**src/rtl/game_controller.sv**
```systemverilog
// -----------------------------------------------------------------------------
// game_controller
//
// Game-flow controller for the brick-breaker design. Tracks lives, levels,
// pause and a saturating score for N bricks, and drives the ball/paddle/brick
// instances plus the display logic.
//
// Parameters
//   N_BRICKS        number of brick instances monitored (1..32)
//   LIVES           lives at game start (1..15)
//   LEVELS          levels to clear for victory (1..16)
//   SCORE_W         score counter width
//   RESPAWN_CYCLES  cycles spent in LIFE_LOST before the ball respawns (>=1)
//
// Ports
//   clk           system clock
//   rst           synchronous, active-high reset
//   start         start button, active-low, debounced
//   pause         pause button, active-low, debounced
//   bricks_exist  bit i high while brick i is alive
//   death_zone    bit i high when brick i has reached the paddle row
//   ball_lost     ball passed below the paddle (level signal)
//   launch        high while playing; ball/paddle move only when high
//   respawn       one-cycle pulse, ball re-centres on the paddle
//   level_load    one-cycle pulse, bricks reinitialise
//   lives_left    remaining lives
//   level         current level, 0-based
//   score         bricks destroyed, saturating
//   state         current state encoding (debug)
//   game_over     high in LOSE
//   victory       high in WIN
// -----------------------------------------------------------------------------
module game_controller #(
    parameter int N_BRICKS       = 6,
    parameter int LIVES          = 3,
    parameter int LEVELS         = 4,
    parameter int SCORE_W        = 16,
    parameter int RESPAWN_CYCLES = 50000000
) (
    input  logic                                         clk,
    input  logic                                         rst,
    input  logic                                         start,
    input  logic                                         pause,
    input  logic [N_BRICKS-1:0]                          bricks_exist,
    input  logic [N_BRICKS-1:0]                          death_zone,
    input  logic                                         ball_lost,
    output logic                                         launch,
    output logic                                         respawn,
    output logic                                         level_load,
    output logic [$clog2(LIVES+1)-1:0]                   lives_left,
    output logic [((LEVELS > 1) ? $clog2(LEVELS) : 1)-1:0] level,
    output logic [SCORE_W-1:0]                           score,
    output logic [2:0]                                   state,
    output logic                                         game_over,
    output logic                                         victory
);

    localparam int LIVES_W = $clog2(LIVES + 1);
    localparam int LEVEL_W = (LEVELS > 1) ? $clog2(LEVELS) : 1;
    localparam int CNT_W   = (RESPAWN_CYCLES > 1) ? $clog2(RESPAWN_CYCLES) : 1;
    localparam int PC_W    = $clog2(N_BRICKS + 1);
    // Sum is wide enough to hold max score plus a full-row kill without wrap.
    localparam int SUM_W   = ((SCORE_W > PC_W) ? SCORE_W : PC_W) + 1;

    localparam logic [SUM_W-1:0] SCORE_MAX_EXT = SUM_W'({SCORE_W{1'b1}});
    localparam logic [CNT_W-1:0] CNT_RELOAD    = CNT_W'(RESPAWN_CYCLES - 1);

    typedef enum logic [2:0] {
        ST_IDLE      = 3'd0,
        ST_PLAY      = 3'd1,
        ST_PAUSE     = 3'd2,
        ST_LIFE_LOST = 3'd3,
        ST_LEVEL_UP  = 3'd4,
        ST_LOSE      = 3'd5,
        ST_WIN       = 3'd6
    } state_e;

    state_e               state_q, state_d;
    logic                 start_dly_q, start_dly_d;
    logic                 pause_dly_q, pause_dly_d;
    logic [N_BRICKS-1:0]  prev_q, prev_d;
    logic [SCORE_W-1:0]   score_q, score_d;
    logic [LIVES_W-1:0]   lives_q, lives_d;
    logic [LEVEL_W-1:0]   level_q, level_d;
    logic [CNT_W-1:0]     cnt_q, cnt_d;
    logic                 launch_q, launch_d;
    logic                 respawn_q, respawn_d;
    logic                 level_load_q, level_load_d;
    logic                 game_over_q, game_over_d;
    logic                 victory_q, victory_d;

    logic                 start_press;
    logic                 pause_press;
    logic                 any_death;
    logic                 all_clear;
    logic                 last_life;
    logic                 last_level;
    logic                 cnt_zero;
    logic                 play_life_loss;
    logic [PC_W-1:0]      kill_count;
    logic [SUM_W-1:0]     score_sum;

    function automatic logic [PC_W-1:0] popcount(input logic [N_BRICKS-1:0] v);
        logic [PC_W-1:0] total;
        total = '0;
        for (int i = 0; i < N_BRICKS; i++) begin
            total = total + PC_W'(v[i]);
        end
        return total;
    endfunction

    // Event decode. A press is a high-to-low edge of the active-low button
    // against its one-cycle-delayed copy, so a held button fires once only.
    // A brick kill is a 1->0 transition against last cycle's brick vector.
    always_comb begin
        start_press    = start_dly_q & ~start;
        pause_press    = pause_dly_q & ~pause;
        any_death      = |death_zone;
        all_clear      = (bricks_exist == '0);
        last_life      = (lives_q == LIVES_W'(1));
        last_level     = (level_q == LEVEL_W'(LEVELS - 1));
        cnt_zero       = (cnt_q == '0);
        // Death zone outranks ball loss, so a life is only spent without it.
        play_life_loss = (state_q == ST_PLAY) && !any_death && ball_lost;
        kill_count     = popcount(prev_q & ~bricks_exist);
        score_sum      = SUM_W'(score_q) + SUM_W'(kill_count);
    end

    // Next-state logic. In PLAY the checks run in priority order: death
    // zone, lost ball, cleared level, then pause. LOSE and WIN only leave
    // through reset; the unused encoding falls back to IDLE.
    always_comb begin
        state_d = state_q;
        case (state_q)
            ST_IDLE: begin
                if (start_press) begin
                    state_d = ST_PLAY;
                end
            end
            ST_PLAY: begin
                if (any_death) begin
                    state_d = ST_LOSE;
                end else if (ball_lost) begin
                    state_d = last_life ? ST_LOSE : ST_LIFE_LOST;
                end else if (all_clear) begin
                    state_d = last_level ? ST_WIN : ST_LEVEL_UP;
                end else if (pause_press) begin
                    state_d = ST_PAUSE;
                end
            end
            ST_PAUSE: begin
                if (pause_press) begin
                    state_d = ST_PLAY;
                end
            end
            ST_LIFE_LOST: begin
                if (cnt_zero) begin
                    state_d = ST_PLAY;
                end
            end
            ST_LEVEL_UP: begin
                state_d = ST_IDLE;
            end
            ST_LOSE: begin
                state_d = ST_LOSE;
            end
            ST_WIN: begin
                state_d = ST_WIN;
            end
            default: begin
                state_d = ST_IDLE;
            end
        endcase
    end

    // Counters and history. Button copies and the brick history update in
    // every state so that a level reload or kills after the game ends can
    // never be mistaken for scoring kills once play resumes.
    always_comb begin
        start_dly_d = start;
        pause_dly_d = pause;
        prev_d      = bricks_exist;

        lives_d = lives_q;
        if (play_life_loss) begin
            lives_d = lives_q - LIVES_W'(1);
        end

        // The respawn counter is loaded with N-1 on entry and the exit is
        // taken on the cycle it reads zero, giving an N-cycle dwell.
        cnt_d = cnt_q;
        if (play_life_loss && !last_life) begin
            cnt_d = CNT_RELOAD;
        end else if ((state_q == ST_LIFE_LOST) && !cnt_zero) begin
            cnt_d = cnt_q - CNT_W'(1);
        end

        level_d = level_q;
        if (state_q == ST_LEVEL_UP) begin
            level_d = level_q + LEVEL_W'(1);
        end

        score_d = score_q;
        if (state_q == ST_PLAY) begin
            if (score_sum > SCORE_MAX_EXT) begin
                score_d = '1;
            end else begin
                score_d = score_sum[SCORE_W-1:0];
            end
        end
    end

    // Output logic. Level outputs follow the next state so they change on
    // the same edge as the state register; pulses are derived from the
    // transition being taken out of LIFE_LOST or LEVEL_UP.
    always_comb begin
        launch_d     = (state_d == ST_PLAY);
        game_over_d  = (state_d == ST_LOSE);
        victory_d    = (state_d == ST_WIN);
        level_load_d = (state_q == ST_LEVEL_UP);
        respawn_d    = ((state_q == ST_LIFE_LOST) && cnt_zero) ||
                       (state_q == ST_LEVEL_UP);
    end

    // State and output registers with synchronous reset. Reset restores
    // every register in one cycle, including an in-flight countdown.
    always_ff @(posedge clk) begin
        if (rst) begin
            state_q      <= ST_IDLE;
            start_dly_q  <= 1'b1;
            pause_dly_q  <= 1'b1;
            prev_q       <= '1;
            score_q      <= '0;
            lives_q      <= LIVES_W'(LIVES);
            level_q      <= '0;
            cnt_q        <= '0;
            launch_q     <= 1'b0;
            respawn_q    <= 1'b0;
            level_load_q <= 1'b0;
            game_over_q  <= 1'b0;
            victory_q    <= 1'b0;
        end else begin
            state_q      <= state_d;
            start_dly_q  <= start_dly_d;
            pause_dly_q  <= pause_dly_d;
            prev_q       <= prev_d;
            score_q      <= score_d;
            lives_q      <= lives_d;
            level_q      <= level_d;
            cnt_q        <= cnt_d;
            launch_q     <= launch_d;
            respawn_q    <= respawn_d;
            level_load_q <= level_load_d;
            game_over_q  <= game_over_d;
            victory_q    <= victory_d;
        end
    end

    assign launch     = launch_q;
    assign respawn    = respawn_q;
    assign level_load = level_load_q;
    assign lives_left = lives_q;
    assign level      = level_q;
    assign score      = score_q;
    assign state      = state_q;
    assign game_over  = game_over_q;
    assign victory    = victory_q;

endmodule

```
**config.mk**
```make
export PLATFORM = sky130hd
export DESIGN_NAME = game_controller
export DESIGN_NICKNAME = d
export VERILOG_FILES = /design/src/rtl/game_controller.sv
export SDC_FILE = /design/constraint.sdc
export NUM_CORES = 1
export LEC_CHECK = 0
export CAP_MARGIN = 20
export CORE_UTILIZATION = 53
export DETAILED_ROUTE_END_ITERATION = 8
export GPL_TIMING_DRIVEN = 0
export HOLD_SLACK_MARGIN = 0.08
export PLACE_DENSITY = 0.78
export SLEW_MARGIN = 20
export SYNTH_ARGS = -nofsm -noshare
export SYNTH_HDL_FRONTEND = slang
export SYNTH_SLANG_ARGS = --single-unit
```
**constraint.sdc**
```tcl
create_clock -name clk -period 5.5 [get_ports clk]
set_clock_uncertainty 0.15 [all_clocks]
set_input_delay 1.1 -clock clk [delete_from_list [all_inputs] [get_ports clk]]
set_output_delay 1.1 -clock clk [all_outputs]
set_load 0.01 [all_outputs]
```
# Yosys cells after proc, flatten, opt, wreduce, memory -nomap -nowiden
# Cells that the tools add are included.
# classes
add_sub_neg,9
n_mul,0
n_div,0
magnitude_cmp,1
n_eq_ne,11
n_shift,0
n_mux,13
bitwise_logic,6
reduce_logical,15
# op_table
operator,count
$mux W26,2
$logic_not A26 Y1,1
$sub A26 B1 Y26 const B,1
$mux W3,8
$pmux W3 S6,1
$add A16 B3 Y17,1
$gt A17 B16 Y1 const B,1
$mux W16,1
$eq A3 B3 Y1 const B,5
$add A3 B1 Y3,3
$and A6 B6 Y6,1
$eq A3 B1 Y1 const B,2
$eq A3 B2 Y1 const B,2
$logic_not A6 Y1,1
$not A6 Y6,1
$reduce_or A6 Y1,1
$logic_and A1 B1 Y1,5
$add A2 B1 Y3,1
$logic_not A1 Y1,3
$logic_not A3 Y1,1
$add A1 B1 Y2,1
$add A2 B1 Y2 const B,1
$and A1 B1 Y1,2
$eq A2 B1 Y1 const B,1
other kinds (7),8
# totals
ff_bits,62
latchBits,0
mem_bits_rw,0
romBits,0
input_bits,17
out_inout_bits,28
mem_count,0

# Longest topological paths before layout
# depth
depth_word,10
mapped_depth,12
mapped_depth_nobuf,11

# Worst setup path before layout
# OpenSTA, ideal clock, no wires.
# synth_path
path_kind,input-to-reg
startpoint,input port bricks_exist[0]
endpoint,register score_q[12] (netlist: score[12])
t_arrival_ns,3.926
t_required_ns,5.272
setup_slack_ns,1.346
path_stages,12
cell_sequence,nor2b_1 > fa_1 > fa_1 > fa_1 > inv_1 > fa_1 > nor2b_1 > nor2_1 > or3_1 > clkbuf_1 > and4_1 > nor3_1
# synth_between
elab_chain_cells,10
# synth_lines
item,line,text
from (decl),44,"input logic [N_BRICKS-1:0] bricks_exist,"
$not A6 Y6 (*),125,kill_count = popcount(prev_q & ~bricks_exist);
$and A6 B6 Y6 (*),125,
$add A1 B1 Y2 (*),107,total = total + PC_W'(v[i]);
$add A2 B1 Y3 (*),107,
$add A3 B1 Y3 (*) (3 in series),107,
$add A16 B3 Y17 (*),126,score_sum = SUM_W'(score_q) + SUM_W'(kill_count);
$gt A17 B16 Y1,205,if (score_sum > SCORE_MAX_EXT) begin
$mux W16 (*),205,
to (signal assigned),247,score_q <= score_d;
to (decl),82,"logic [SCORE_W-1:0] score_q, score_d;"
# Mark *: on every way between the ends. The rest lies on a longest branch, timed or not.
# A chain may end at the register's enable or synchronous reset.

# Final worst setup path
# Same ends and word-level chain as after synthesis.

==> summary.md <==
| Metric | Value |
|---|---|
| Layout cells sized above 1 | `10.7%` |
| Ports | `45` |
| Number of global-route vias before repair | `2498` |
| Routed Antenna Nets | `0` |
| P_sw | `246 µW` |
| Worst EP required | `5.60 ns` |
| Mapped Cells | `343` |
| Cell Area, Synth | `3150 µm²` |
| Routability-driven placement congestion ratio | `0.860` |
| Final design utilization | `68.9%` |
| Seq/Total Area, Yosys | `39.4%` |
| Area taken by multi-input logic gates | `1780 µm²` |
| CP max FO | `6` |
| Die area | `6260 µm²` |
| Count of cell types in the netlist | `59` |
| Vias post-DR | `2676` |
| Fin Hold WS | `0.338 ns` |
| Crit path launch type | `input pin` |
| Fmax | `221 MHz` |
| CTS resizes | `0` |
| Layout Nets | `425` |
| Post-Route WL | `6850 µm` |
| Initial antenna violation count | `0` |
| Dominant synthesized flop cell | `dfxtp_1` |
| H-tree depth | `3` |
| DR WL met3 | `321 µm` |
| EDFF count, synth | `0` |
| Hold Crit Depth | `2` |
| Worst path arrival time | `4.63 ns` |
| Hold path endpoint | `cnt_q[16]` |
| Cts-stage hold buffer count | `0` |
| Largest net degree at the start of global routing | `11` |
| Syn avg cell area | `9.19 µm²` |
| Rel. slew slack | `59.9%` |
| Clock power frac | `39.4%` |
| Final setup vio count | `0` |
| GRT overflow | `0` |
| # Post-CTS Setup Buffers | `0` |
| Worst skew pair latency | `0.33 ns` |
| Drt first-iter violations | `121` |
| Syn Nets | `371` |
| DR vias/cell | `5.66` |
| Clock slew at reported path FFs | `0.07 ns` |
| Crit. End Element | `flip-flop` |
| Metal-1 WL | `3330 µm` |
| Switching portion of total power | `24.8%` |
| First-pass GRT wire length | `11500 µm` |
| Fill count | `475` |
| Clk root buf | `clkbuf_8` |
| Drt wl/cell | `14.5 µm` |
| Dpl hpwl | `4960 µm` |
| Leakage | `1.44 nW` |
| Total GRT Usage | `23.9%` |
| Initial Util | `56.2%` |
| Metal2 WL | `3110 µm` |
| Layout area overhead | `22.5%` |
| Die height | `79.1 µm` |
| FF-to-FF path depth | `12` |
| YS warnings | `0` |
| Reg-to-Reg Start | `prev_q[0]` |
| # Max-Cap Violations | `0` |
| Slew of the pin with the lowest slew margin | `0.597 ns` |
| Tcrit/Tclk final | `82.3%` |
| Worst vdd ir | `0.171 mV` |
| 1st-pass router iterations | `5` |
| Fin. max-slew vios | `0` |
| Sink Count | `62` |
| Rows | `27` |
| Kind of critical path | `in -> reg` |
| Total CTS buffers | `9` |
| Hold_sp | `cnt_q[16]` |
| Seq cells post-synth | `62` |
| N_diodes | `0` |
| Int Pwr | `743 µW` |
| Async S/R FF share, synth | `0%` |
| CTS Buffer Depth | `2` |
| Final min period | `4.52 ns` |
| Final Hold Fails | `0` |
| Core area | `5610 µm²` |
| R2R Path End | `score[12]` |
| Comb pwr share | `13.1%` |
| Hold WC Path Type | `reg -> reg` |
| Fin Setup TNS | `0 ns` |
| DR DRC count | `0` |
| CTS tree | `done` |
| Quantity of I/O buffers inserted on ports | `43` |
| Die X | `79.1 µm` |
| Seq pwr share | `47.5%` |
| Register Area | `1240 µm²` |
| Reg2reg setup slack | `1.90 ns` |
| Top layer in use | `met4` |
| Pwr dens | `256 nW/µm²` |
| Status | `completed` |
| RSZ-0062 raised after global routing | `false` |
## metrics by stage
| stage | cell area [µm²] | power (mW) | worst slack, ns | cells |
|---|---|---|---|---|
| after floorplan | 3150 | 0.559 | 1.35 | 343 |
| after global placement | 3670 | 0.604 | 0.712 | 458 |
| after detailed placement | 3670 | 0.608 | 0.669 | 458 |
| after CTS | 3860 | 0.998 | 0.999 | 473 |
| after global routing | 3860 | 1.04 | 0.744 | 473 |
| final | 3860 | 0.989 | 0.975 | 473 |
## critical path, cell delays in order
cell and delay (ns):
clkdlybuf4s50_1 0.44, nor2b_1 0.17, fa_1 0.48, fa_1 0.58, fa_1 0.22, inv_1 0.06
fa_1 0.40, nor2b_1 0.20, nor2_1 0.05, or3_1 0.36, clkbuf_1 0.18, and4_1 0.23
nor3_1 0.15
## placed cells by master, fill, tap and decap left out, drive strengths merged, types with 3 or more instances in the layout
cell type      netlist  final
nor2b               10     10
or3                 12     12
or4                 10     10
nor3                10     10
nor4b                3      3
or2                 11     11
fa                   4      4
nor3b                4      4
xnor2                6      6
nor2                35     35
clkdlybuf4s50        0     43
a21oi               25     25
o21ai               11     11
clkbuf              12     23
o2111ai              3      3
nor4                 6      6
dfxtp               62     62
ha                   7      7
o31ai                6      6
o211ai               7      7
nand4                4      4
nand2                7      7
nand3                4      4
and3                 7      7
and4                 3      3
buf                  6      6
xor2                18     18
nand2b               4      4
a31oi               11     11
inv                 10     10
## state kept, by name, summed over array words and instances (netlist names), 2 cells and up
register and count:
cnt_q 26, level 2, lives_left 2, prev_q 6, score 16, state 3
## final cells by class
class	instances	area share, %
multi-input combinational	253	46.1
clock inverter	4	1.23
timing repair buffer	43	11.1
buffer	18	2.46
inverter	10	0.972
tap	72	2.33
clock buffer	11	3.66
sequential	62	32.1
## logic make-up after synthesis
kind of cell / Yosys count / share of synthesized area (%)
compound gates: 77 / 17.3
flops: 62 / 39.4
xor+xnor: 24 / 6.67
fa+ha+maj: 11 / 5.32
simple gates: 137 / 25.8
mux: 4 / 1.35
buf+inv: 28 / 4.21
## worst max path at each step
stage,end,cells after the start,from
CTS,score[12],13,bricks_exist[0]
global route,score[8],12,bricks_exist[0]
floorplan,score[12],12,bricks_exist[0]
detailed placement,score[12],13,bricks_exist[0]
global placement,score[12],13,bricks_exist[0]
finish,score[12],13,bricks_exist[0]
## metal layers
metal / track usage, % / vias up
li1: - / 1352
met2: 36.6 / 62
met5: 0 / -
met4: 9.82 / 0
met3: 6.44 / 9
met1: 31.7 / 1253
## cell usage after synthesis, types with 7 or more instances
| master | count | area, µm² |
|---|---|---|
| nor2_1 | 35 | 131 |
| xor2_1 | 18 | 158 |
| nor3_1 | 10 | 50.1 |
| or3_1 | 12 | 75.1 |
| a21oi_1 | 25 | 125 |
| or4_1 | 8 | 60.1 |
| ha_1 | 7 | 87.6 |
| nand2_1 | 7 | 26.3 |
| clkbuf_1 | 12 | 45.0 |
| a31oi_1 | 11 | 68.8 |
| or2_2 | 11 | 68.8 |
| dfxtp_1 | 62 | 1240 |
| inv_1 | 10 | 37.5 |
| nor2b_1 | 10 | 62.6 |
| and3_1 | 7 | 43.8 |
## power by group through the flow
stage	Clock [mW]	Sequential, mW	Combinational (mW)
finish	0.389	0.469	0.130
floorplan	0	0.482	0.0776
detailed placement	0	0.479	0.128
global route	0.421	0.471	0.146
global placement	0	0.479	0.125
CTS	0.399	0.469	0.130
Note: power is estimated with default switching activity, not from simulation.
